<file path="src/rtl/pipe_pkg.sv">
`default_nettype none
// ============================================================================
// Module      : pipe_pkg
// Description : Shared widths and constants for the 5-stage pipeline.
// Revision    : 1.0 - initial release
// ============================================================================
package pipe_pkg;

    localparam int DW     = 32;
    localparam int AW     = 5;
    localparam int CTRL_W = 16;

    localparam logic [AW-1:0]     REG_ZERO    = '0;
    localparam logic [CTRL_W-1:0] CTRL_BUBBLE = '0;

endpackage : pipe_pkg
`default_nettype wire

</file>
<file path="src/rtl/fwd_mux.sv">
`default_nettype none
// ============================================================================
// Module      : fwd_mux
// Description : Priority operand bypass mux (r0, EX, MEM, WB, register file).
// Revision    : 1.0 - initial release
// ============================================================================
module fwd_mux
    import pipe_pkg::*;
#(
    parameter int DW = pipe_pkg::DW,
    parameter int AW = pipe_pkg::AW
) (
    input  logic [AW-1:0] i_idx,
    input  logic [DW-1:0] i_rfData,
    input  logic          i_exHit,
    input  logic [AW-1:0] i_exWr,
    input  logic [DW-1:0] i_exData,
    input  logic          i_memWe,
    input  logic [AW-1:0] i_memWr,
    input  logic [DW-1:0] i_memData,
    input  logic          i_wbWe,
    input  logic [AW-1:0] i_wbWr,
    input  logic [DW-1:0] i_wbData,
    output logic [DW-1:0] o_data
);

    always_comb begin
        o_data = i_rfData;
        // Youngest producer wins; r0 is hard-wired regardless of writers.
        if (i_idx == AW'(REG_ZERO)) begin
            o_data = '0;
        end else if (i_exHit && (i_exWr == i_idx)) begin
            o_data = i_exData;
        end else if (i_memWe && (i_memWr == i_idx)) begin
            o_data = i_memData;
        end else if (i_wbWe && (i_wbWr == i_idx)) begin
            o_data = i_wbData;
        end
    end

endmodule : fwd_mux
`default_nettype wire

</file>
<file path="src/rtl/id_ex_stage.sv">
`default_nettype none
// ============================================================================
// Module      : id_ex_stage
// Description : Operand bypass, load-use detection and ID/EX pipeline register.
// Revision    : 1.0 - initial release
// ============================================================================
module id_ex_stage
#(
    parameter int DW     = pipe_pkg::DW,
    parameter int AW     = pipe_pkg::AW,
    parameter int CTRL_W = pipe_pkg::CTRL_W
) (
    input  logic              clk,
    input  logic              rst,
    input  logic              id_valid,
    input  logic [DW-1:0]     id_pc,
    input  logic [CTRL_W-1:0] id_ctrl,
    input  logic [AW-1:0]     id_rR1,
    input  logic [AW-1:0]     id_rR2,
    input  logic              id_use1,
    input  logic              id_use2,
    input  logic [DW-1:0]     id_rD1,
    input  logic [DW-1:0]     id_rD2,
    input  logic [AW-1:0]     id_wR,
    input  logic              id_we,
    input  logic              id_is_load,
    input  logic [DW-1:0]     ex_aluD,
    input  logic              mem_we,
    input  logic [AW-1:0]     mem_wR,
    input  logic [DW-1:0]     mem_wD,
    input  logic              wb_we,
    input  logic [AW-1:0]     wb_wR,
    input  logic [DW-1:0]     wb_wD,
    input  logic              ex_flush,
    output logic              stall,
    output logic              ex_valid,
    output logic [DW-1:0]     ex_pc,
    output logic [CTRL_W-1:0] ex_ctrl,
    output logic [DW-1:0]     ex_rD1,
    output logic [DW-1:0]     ex_rD2,
    output logic [AW-1:0]     ex_wR,
    output logic              ex_we,
    output logic              ex_is_load
);

    import pipe_pkg::*;

    logic              r_exValid;
    logic [DW-1:0]     r_exPc;
    logic [CTRL_W-1:0] r_exCtrl;
    logic [DW-1:0]     r_exRD1;
    logic [DW-1:0]     r_exRD2;
    logic [AW-1:0]     r_exWR;
    logic              r_exWe;
    logic              r_exIsLoad;

    logic          w_exFwdOk;
    logic          w_loadUse;
    logic          w_stall;
    logic          w_bubble;
    logic [DW-1:0] w_opA;
    logic [DW-1:0] w_opB;

    // A load's data is not ready in EX; those consumers stall instead.
    assign w_exFwdOk = r_exValid & r_exWe & ~r_exIsLoad;

    assign w_loadUse = id_valid & r_exValid & r_exWe & r_exIsLoad
                     & (r_exWR != AW'(REG_ZERO))
                     & ((id_use1 & (id_rR1 == r_exWR)) | (id_use2 & (id_rR2 == r_exWR)));

    assign w_stall  = w_loadUse & ~ex_flush;
    assign w_bubble = ex_flush | w_stall;

    fwd_mux #(.DW(DW), .AW(AW)) u_fwdRs (
        .i_idx     (id_rR1),
        .i_rfData  (id_rD1),
        .i_exHit   (w_exFwdOk),
        .i_exWr    (r_exWR),
        .i_exData  (ex_aluD),
        .i_memWe   (mem_we),
        .i_memWr   (mem_wR),
        .i_memData (mem_wD),
        .i_wbWe    (wb_we),
        .i_wbWr    (wb_wR),
        .i_wbData  (wb_wD),
        .o_data    (w_opA)
    );

    fwd_mux #(.DW(DW), .AW(AW)) u_fwdRt (
        .i_idx     (id_rR2),
        .i_rfData  (id_rD2),
        .i_exHit   (w_exFwdOk),
        .i_exWr    (r_exWR),
        .i_exData  (ex_aluD),
        .i_memWe   (mem_we),
        .i_memWr   (mem_wR),
        .i_memData (mem_wD),
        .i_wbWe    (wb_we),
        .i_wbWr    (wb_wR),
        .i_wbData  (wb_wD),
        .o_data    (w_opB)
    );

    always_ff @(posedge clk) begin
        if (rst || w_bubble) begin
            r_exValid  <= 1'b0;
            r_exPc     <= '0;
            r_exCtrl   <= CTRL_W'(CTRL_BUBBLE);
            r_exRD1    <= '0;
            r_exRD2    <= '0;
            r_exWR     <= '0;
            r_exWe     <= 1'b0;
            r_exIsLoad <= 1'b0;
        end else begin
            r_exValid  <= id_valid;
            r_exPc     <= id_pc;
            r_exCtrl   <= id_ctrl;
            r_exRD1    <= w_opA;
            r_exRD2    <= w_opB;
            r_exWR     <= id_wR;
            r_exWe     <= id_we & id_valid & (id_wR != AW'(REG_ZERO));
            r_exIsLoad <= id_is_load & id_valid;
        end
    end

    assign stall      = w_stall;
    assign ex_valid   = r_exValid;
    assign ex_pc      = r_exPc;
    assign ex_ctrl    = r_exCtrl;
    assign ex_rD1     = r_exRD1;
    assign ex_rD2     = r_exRD2;
    assign ex_wR      = r_exWR;
    assign ex_we      = r_exWe;
    assign ex_is_load = r_exIsLoad;

endmodule : id_ex_stage
`default_nettype wire

</file>
<file path="config.mk">
export PLATFORM = sky130hd
export DESIGN_NAME = id_ex_stage
export DESIGN_NICKNAME = d
export VERILOG_FILES = /design/src/rtl/pipe_pkg.sv /design/src/rtl/fwd_mux.sv /design/src/rtl/id_ex_stage.sv
export SDC_FILE = /design/constraint.sdc
export NUM_CORES = 1
export LEC_CHECK = 0
export BUFFER_PORTS_ARGS = -buffer_cell sky130_fd_sc_hd__clkbuf_2
export CAP_MARGIN = 30
export CORE_ASPECT_RATIO = 0.8
export CORE_UTILIZATION = 35
export CTS_CLUSTER_DIAMETER = 40
export DETAILED_ROUTE_END_ITERATION = 16
export PLACE_DENSITY_LB_ADDON = 0.3
export SYNTH_ARGS = -nofsm -noshare
export SYNTH_HDL_FRONTEND = slang
export SYNTH_SLANG_ARGS = --single-unit
</file>
<file path="constraint.sdc">
create_clock -name clk -period 2.8 [get_ports clk]
set_input_delay 0.42 -clock clk [delete_from_list [all_inputs] [get_ports clk]]
set_output_delay 0.42 -clock clk [all_outputs]
set_load 0.05 [all_outputs]
</file>
==> results_dict.tcl, run 1 <==
set metrics [dict create \
    status "completed" \
    synthCells 711 \
    ant_nets 0 \
    clk_pin_slew_ps 60 \
    crit_required_ps 2380 \
    syn_nets 954 \
    ir_worst_vdd_v 0.000344 \
    p_sw_mw 1.53 \
    max_freq_mhz 375 \
    switching_share 0.305 \
    setup_violations 0 \
    final_cell_mix "clkbuf_2 (362), dfxtp_1 (120), nand2_1 (67)" \
    core_area_um2 18200 \
    fin_setup_tns_ps 0 \
    hold_class "in2reg" \
    cp_data_arrival_time_ps 2250 \
    synthesis.area_um2 6530 \
    routedWlPerCell_um 19.7 \
    grt_pass1_vias 6489 \
    min_to "ex_is_load" \
    leakage_nw 4.11 \
    period_needed_ps 2670 \
    dieHeight_um 124 \
    start_util 0.358 \
    cts_tree "yes" \
    r2r_start "ex_wR[3]" \
    route.detailed.drc 0 \
    h-tree-depth 4 \
    dieArea_um2 19200 \
    clock-sinks 120 \
    critical_path_class "reg2out" \
    yosysSeqAreaShare 0.368 \
    grt.overflow.total 0 \
    synth_seq_cells 120 \
    fill_cells 1743 \
    grt_pass1_wl_um 37200 \
    synth.yosys.warnings 0 \
    rows 44 \
    path_max_fanout 4 \
    finalNetCount 1274 \
    endpoint_kind "output port" \
    num_vias 7017 \
    cap_violations 0 \
    yosysUniqueCellTypes 31 \
    portBuffers 363 \
    synth.avg_cell_area_um2 9.18 \
    pwr-share-seq 0.360 \
    finalHoldViolations 0 \
    cts_buffers 17 \
    hold-path-cell-count 3 \
    cts-root-buf "clkbuf_16" \
    antenna_found_initial 1 \
    reg2reg_depth 6 \
    p_int_mw 3.50 \
    cp-start-kind "flop" \
    comb_power_share 0.195 \
    skew_ps 11.5 \
    dpl.hpwl_um 18000 \
    drtIter0Drc 463 \
    viasPerCell 5.41 \
    final_common_cell "clkbuf_2" \
    fin_hold_ws_ps 223 \
    drt-total-wl_um 25500 \
    grt_max_degree 121 \
    power_density_nw_per_um2 555 \
    drive_gt1_frac 0.420 \
    r2r-end "ex_pc[0]" \
    io_pins 364 \
    place_congestion 0.851 \
    maxSlewHeadroom 0.615 \
    die_w_um 155 \
    syn_to_final_growth_pct 38.8 \
    first_pass_iters 7 \
    cts_buffer_depth 2 \
    period_share 0.952 \
    slew_violations 0 \
    grt_use_total 0.254 \
    rrSetupSlack_ps 570 \
    p_clk_frac 0.445 \
    clk_latency_ps 410 \
    hp-start "id_is_load" \
    rsz0062_at_grt "false" \
    worstMarginPinSlew_ps 577 \
]
[flip-flops by register name, indices dropped and copies added, names as in the netlist]
register,count
ex_pc,32
ex_rD1,32
ex_rD2,32
ex_ctrl,16
ex_wR,5
ex_is_load,1
ex_valid,1
ex_we,1
[worst max-delay path by stage]
stage | startpoint | endpoint | slack [ps] | depth (start not counted)
after floorplan | ex_wR[4] | stall | 110 | 6
after global placement | id_rR1[4] | stall | 330 | 7
after detailed placement | id_rR1[4] | stall | 310 | 7
after CTS | ex_wR[4] | stall | 50 | 6
after global routing | ex_wR[2] | stall | 6 | 6
final | ex_wR[3] | stall | 130 | 6
[cells by family (layout without fill, tap and decap cells)]
group	Yosys count	count (layout)	share of synthesized area
other	0	1	0
buffers and inverters	85	418	0.0778
and+or+nand+nor	280	280	0.274
xor gates and xnor gates	30	30	0.0402
DFF	120	120	0.368
AOI/OAI and AO/OA	196	196	0.240
[stage by stage]
step | cell area, µm² | util | instances | total power, mW | worst slack, ps
after floorplan | 6530 | - | 711 | 2.46 | 110
after global placement | 8450 | 0.464 | 1264 | 2.82 | 334
after detailed placement | 8450 | 0.464 | 1264 | 2.82 | 309
after CTS | 9050 | 0.497 | 1296 | 5.08 | 49.8
after global routing | 9060 | 0.497 | 1298 | 5.20 | 6.26
final | 9060 | 0.497 | 1298 | 5.03 | 134
[area by class of cell]
class                           instances  area [µm²]  area share
Multi-Input combinational cell        506        3660       0.404
Sequential cell                       120        2400       0.265
Timing Repair Buffer                  386        2080       0.230
Clock buffer                           19         453      0.0500
Tap cell                              253         317      0.0349
Clock inverter                         13         144      0.0159
Antenna cell                            1        2.50    0.000276
[metal layers]
layer	global-route usage	vias to the layer above	share of wire
met1	0.345	3360	0.44
met5	0	-	0
li1	-	3312	-
met4	0.0619	0	0.0067
met3	0.0487	15	0.066
met2	0.414	330	0.48
[synthesized netlist by cell type, drive strengths merged]
cell type      n  area, µm²
dfxtp        120       2400
nand3b        64        480
o211ai         1       7.51
nor2           5       21.3
nor2b          1       6.26
nor3           4       30.0
o311ai        64        561
xor2          26        228
buf           35        293
a21boi        64        480
xnor2          4       35.0
or2            1       6.26
nor3b         54        405
and2           6       40.0
or4            4       30.0
and3          66        413
clkbuf        46        180
nand3          4       20.0
dlygate4sd1    4       35.0
o21ai          2       10.0
nand2         67        251
nor4           4       85.1
a2111oi        1       27.5
a211oi        64        480
[power groups by stage]
stage,registers (mW),logic (mW),clock network (mW)
6_report,1.81,0.982,2.24
3_5_place_dp,1.85,0.975,0
4_1_cts,1.81,0.981,2.28
2_1_floorplan,2.11,0.349,0
5_1_grt,1.82,1.04,2.34
3_3_place_gp,1.85,0.971,0
[worst max-delay path, cell delays in order, from the launching register on]
cell	delay, ps
dfxtp_1	370
xor2_1	190
nor3_2	290
nand3_1	160
a2111oi_4	410
nor2b_2	260
buf_12	150
[timing repair]
item,in CTS,in global routing
endpoints found under the setup margin,0,1
buffers inserted,0,1
hold buffers,0,0
gates resized for setup,0,0
hold endpoints to repair,0,0
Power figures use the tool's default switching activity.
==> inputs of run 2 (changes only) <==
--- a/config.mk
+++ b/config.mk
@@ -5,13 +5,14 @@
 export SDC_FILE = /design/constraint.sdc
 export NUM_CORES = 1
 export LEC_CHECK = 0
-export BUFFER_PORTS_ARGS = -buffer_cell sky130_fd_sc_hd__clkbuf_2
 export CAP_MARGIN = 30
 export CORE_ASPECT_RATIO = 0.8
 export CORE_UTILIZATION = 35
 export CTS_CLUSTER_DIAMETER = 40
 export DETAILED_ROUTE_END_ITERATION = 16
+export DONT_BUFFER_PORTS = 1
 export PLACE_DENSITY_LB_ADDON = 0.3
+export SKIP_CTS_REPAIR_TIMING = 1
 export SYNTH_ARGS = -nofsm -noshare
 export SYNTH_HDL_FRONTEND = slang
 export SYNTH_SLANG_ARGS = --single-unit
==> constraint.sdc (replaced) <==
create_clock -name clk -period 2.8 [get_ports clk]
set_input_delay 0.42 -clock clk [delete_from_list [all_inputs] [get_ports clk]]
set_output_delay 0.42 -clock clk [all_outputs]
set_load 0.1 [all_outputs]
==> run 2 against run 1 <==
Compared with the run above:
- sequential power up 29%
- sequential share of layout area grew 6.1 points
- setup slack got worse by 4.7 ps
- largest cell class unchanged
- fmax down 0.17%
- via count is 14% lower
- global-route usage shrank 0.70 points
- final cell count fell by 27%
- non-clock buffer count decreased by 354
- cell area shrank 18%
- critical path depth unchanged
- largest power group unchanged
- clock skew fell by 2.8 ps
==> results_dict.tcl, run 2 (synthesis results as in run 1) <==
set metrics [dict create \
    h-tree-depth 4 \
    power_mw 5.24 \
    setup_violations 0 \
    crit_buf_inv 1 \
    path_max_fanout 4 \
    hold_class "in2reg" \
    final_common_cell "dfxtp_1" \
    crit_slowest_cell "a2111oi_4" \
    io_pins 364 \
    r2r-end "ex_pc[21]" \
    worstMarginPinSlew_ps 998 \
    finalNetCount 920 \
    drive_gt1_frac 0.128 \
    period_share 0.954 \
    rsz0062_at_grt "false" \
    num_vias 6004 \
    die_w_um 155 \
    place_congestion 0.831 \
    cts_buffers 17 \
    cp-start-kind "flop" \
    grt_pass1_vias 5884 \
    routedWlPerCell_um 26.3 \
    startpoint "ex_wR[4]" \
    finalHoldViolations 0 \
    dieArea_um2 19200 \
    portBuffers 0 \
    final_cell_mix "dfxtp_1 (115), nand2_1 (67)" \
    route.detailed.drc 0 \
    rrSetupSlack_ps 560 \
    slew_violations 0 \
    clock-sinks 120 \
    reg2reg_depth 6 \
    status "completed" \
    cp.depth 6 \
    drt-total-wl_um 24800 \
    r2r_start "ex_wR[4]" \
    ant_nets 0 \
    cp_data_arrival_time_ps 2250 \
    leakage_nw 2.63 \
    critical_path_class "reg2out" \
    clk_latency_ps 410 \
    cpLargestDelayFamily "simple AND/OR/NAND/NOR gates" \
    endpoint "stall" \
    ir_worst_vdd_v 0.000344 \
    cap_violations 0 \
    syn_to_final_growth_pct 13.2 \
    max_freq_mhz 374 \
    endpoint_kind "output port" \
    dpl.hpwl_um 17000 \
    start_util 0.358 \
    maxSlewHeadroom 0.334 \
    dp.cells 911 \
    skew_ps 8.72 \
    rows 44 \
    cts_buffer_depth 2 \
    core_area_um2 18200 \
    antenna_found_initial 2 \
    grt_max_degree 121 \
    final_cells 944 \
    crit_required_ps 2380 \
    slowest_delay_ps 460 \
    cts-root-buf "clkbuf_16" \
    cts_tree "yes" \
    grt_pass1_wl_um 35200 \
    grt_use_total 0.247 \
    first_pass_iters 6 \
    clk_pin_slew_ps 60 \
    dieHeight_um 124 \
    viasPerCell 6.36 \
    period_needed_ps 2670 \
    drtIter0Drc 535 \
    fin_setup_tns_ps 0 \
    power_density_nw_per_um2 710 \
    cp_cell_sequence "xor2_1, nor3_2, nand3_1, a2111oi_4, nor2b_4, buf_12" \
    grt.overflow.total 0 \
    hp-start "id_valid" \
]
[run 2: per-stage QoR]
stage	utilization	setup WS, ps	hold WS, ps	instance area [µm²]
after floorplan	-	47.1	538	6540
after global placement	0.370	517	553	6740
after detailed placement	0.370	502	551	6740
after CTS	0.405	106	108	7390
after global routing	0.405	22.5	123	7390
final	0.405	129	133	7390
[run 2: per-layer routing]
metal	vias up	GRT usage	routed length (µm)
met1	2896	0.308	10200
li1	2609	-	-
met4	0	0.108	684
met2	415	0.390	11500
met3	84	0.0811	2480
met5	-	0	0
[run 2: how the worst min path moves through the flow]
| stage | endpoint | slack, ps | cells after the start |
|---|---|---|---|
| detailed placement | ex_is_load | 550 | 2 |
| global placement | ex_is_load | 550 | 2 |
| CTS | ex_is_load | 110 | 2 |
| floorplan | ex_is_load | 540 | 2 |
| global route | ex_rD1[4] | 120 | 2 |
| finish | ex_is_load | 130 | 2 |
[run 2: power breakdown]
group	total (mW)	internal [mW]	leakage, nW	switching (mW)
logic	0.506	0.194	1.34	0.312
clock network	2.41	1.55	0.307	0.861
registers	2.33	1.78	0.987	0.543
[run 2: area by class of cell]
cell class                 instances  area, µm²
clock inverter                    13        191
multi-input combinational        506       3660
sequential                       120       2410
timing repair buffer              32        353
antenna                            1       2.50
clock buffer                      19        453
tap                              253        317
fill                            1791      10800
==> inputs of run 3 (changes only) <==
--- a/config.mk
+++ b/config.mk
@@ -5,12 +5,13 @@
 export SDC_FILE = /design/constraint.sdc
 export NUM_CORES = 1
 export LEC_CHECK = 0
+export ABC_AREA = 1
+export BUFFER_PORTS_ARGS = -buffer_cell sky130_fd_sc_hd__clkbuf_2
 export CAP_MARGIN = 30
 export CORE_ASPECT_RATIO = 0.8
 export CORE_UTILIZATION = 35
 export CTS_CLUSTER_DIAMETER = 40
 export DETAILED_ROUTE_END_ITERATION = 16
-export DONT_BUFFER_PORTS = 1
 export PLACE_DENSITY_LB_ADDON = 0.3
 export SKIP_CTS_REPAIR_TIMING = 1
 export SYNTH_ARGS = -nofsm -noshare
==> run 3 against run 2 <==
Compared with the run above:
- sequential share of layout area is 7.2 points lower
- largest power group unchanged
- area after synthesis rose by 5.7%
- combinational power increased to 2.5 times the previous value
- routed wire length fell by 3.7%
- critical path type unchanged
==> results_dict.tcl, run 3 <==
set metrics [dict create \
    hold_class "in2reg" \
    dieArea_um2 20300 \
    synth_edf_count 0 \
    startpoint "ex_wR[0]" \
    async_flop_share 0 \
    min_to "ex_pc[21]" \
    synth.most_common_cell "nand2_1" \
    cp_cell_sequence "inv_1, nand2_1, nand2_1, nor2_1, nand4_1, nand2_1, nand2_2, nor2_4, clkbuf_2" \
    cp_data_arrival_time_ps 2080 \
    synth_seq_cells 120 \
    crit_slowest_cell "clkbuf_2" \
    cts_tree "yes" \
    synth_common_cells "nand2_1 (322), nor2_1 (238), inv_1 (234), nand3_1 (137), dfxtp_1 (120)" \
    clk_latency_ps 420 \
    grt_pass1_vias 7488 \
    crit_buf_inv 2 \
    syn_to_final_growth_pct 36.8 \
    die_w_um 159 \
    antenna_found_initial 0 \
    slew_violations 0 \
    finalNetCount 1754 \
    critical_path_class "reg2out" \
    ant_nets 0 \
    cp_common_cell "nand2_1" \
    postLayoutCoreUtil 0.493 \
    synthesis.area_um2 6900 \
    max_freq_mhz 400 \
    ys_dominant_reg_cell "dfxtp_1" \
    yosysSeqAreaShare 0.348 \
    grt_max_degree 65 \
    rsz0062_at_grt "false" \
    drive_gt1_frac 0.302 \
    antennaDiodeCount 0 \
    reg2reg_depth 11 \
    syn_nets 1412 \
    ir_worst_vdd_v 0.000333 \
    r2r-end "ex_rD1[2]" \
    cpLargestDelayFamily "simple AND/OR/NAND/NOR gates" \
    synth_largest_area_cell "dfxtp_1" \
    status "completed" \
    r2r_start "ex_wR[4]" \
    first_pass_iters 5 \
    slowest_delay_ps 460 \
    fin_ws_ps 302 \
    place_congestion 0.856 \
    clk_pin_slew_ps 70 \
    endpoint_kind "output port" \
    cp-start-kind "flop" \
    finalHoldViolations 0 \
    hold-path-cell-count 3 \
    path_max_fanout 4 \
    pre_cts_ws_ps 628 \
    worstMarginPinSlew_ps 756 \
    dieHeight_um 128 \
    yosysUniqueCellTypes 24 \
    cap_violations 0 \
    final_cell_mix "clkbuf_2 (363), nand2_1 (321), nor2_1 (237)" \
    period_needed_ps 2500 \
    skew_ps 8.47 \
    maxSlewHeadroom 0.494 \
    grt.overflow.total 0 \
    cts-root-buf "clkbuf_16" \
    power_density_nw_per_um2 559 \
    rows 45 \
    cts_buffers 17 \
    yosys.area.top_type_share 0.348 \
    route.detailed.drc 0 \
    io_pins 364 \
    synthCells 1169 \
    synth.yosys.warnings 0 \
    hp-start "id_pc[21]" \
    h-tree-depth 4 \
    crit_required_ps 2380 \
    fin_setup_tns_ps 0 \
    dpl.hpwl_um 17800 \
    rrSetupSlack_ps 760 \
    leakage_nw 5.94 \
    drtIter0Drc 497 \
    period_share 0.892 \
    final_common_cell "clkbuf_2" \
    num_vias 7932 \
    portBuffers 363 \
    viasPerCell 4.45 \
    grt_use_total 0.235 \
    synth.area.top_cells "dfxtp_1 (35%), nand2_1 (18%), nor2_1 (13%), inv_1 (13%), nand3_1 (9.9%)" \
    synth.avg_cell_area_um2 5.90 \
    drt-total-wl_um 23900 \
    grt_pass1_wl_um 37500 \
    start_util 0.360 \
    setup_violations 0 \
    clock-sinks 120 \
    cts_buffer_depth 2 \
    routedWlPerCell_um 13.4 \
    core_area_um2 19100 \
]
## run 3: worst max-delay path by stage
stage	endpoint	slack, ps	cells past startpoint
final	stall	300	9
after global routing	stall	110	9
after CTS	stall	290	9
after detailed placement	stall	630	10
after global placement	stall	620	10
after floorplan	stall	240	8
## run 3: logic make-up (layout without fill, tap and decap cells)
| kind of cell | count (synthesis) | in the layout | synth area share |
|---|---|---|---|
| buffers and inverters | 295 | 649 | 0.186 |
| AND/OR/NAND/NOR | 744 | 744 | 0.456 |
| flip-flops | 120 | 120 | 0.348 |
| XOR/XNOR | 3 | 3 | 0.00381 |
| AO/OA/AOI/OAI | 7 | 7 | 0.00562 |
## run 3: layer usage
layer / GRT usage / routed length, µm
met4: 0.0843 / 613
met2: 0.410 / 11300
met1: 0.273 / 9760
met3: 0.0695 / 2210
met5: 0 / 0
## run 3: per-stage QoR
stage | instance area (µm²) | power, mW | std cells | hold WS [ps]
detailed placement | 8860 | 3.13 | 1750 | 620
global placement | 8860 | 3.13 | 1750 | 616
floorplan | 6910 | 2.77 | 1169 | 532
global route | 9440 | 5.50 | 1781 | 176
CTS | 9440 | 5.33 | 1781 | 173
finish | 9440 | 5.28 | 1781 | 188
## run 3: report_power, final
part           switching, mW  internal (mW)
combinational          0.968          0.311
clock                  0.872           1.31
sequential            0.0277           1.78
total                   1.87           3.41
## run 3: cell type report
| type | count | area, µm² |
|---|---|---|
| Clock buffer | 18 | 429 |
| Clock inverter | 13 | 148 |
| Fill cell | 2054 | 9700 |
| Inverter | 241 | 905 |
| Multi-Input combinational cell | 754 | 3240 |
| Sequential cell | 120 | 2400 |
| Tap cell | 258 | 323 |
| Timing Repair Buffer | 377 | 2000 |
## run 3: worst register-to-register path, stage by stage (launching register included)
cell and delay (ps):
dfxtp_1 440, inv_1 60, nand2_1 60, nand2_1 50, nor2_1 190, nand3_2 160, nor2_8 450, buf_12 270
nor2_1 70, nand2_1 90, nand2_1 50, nor2_1 70
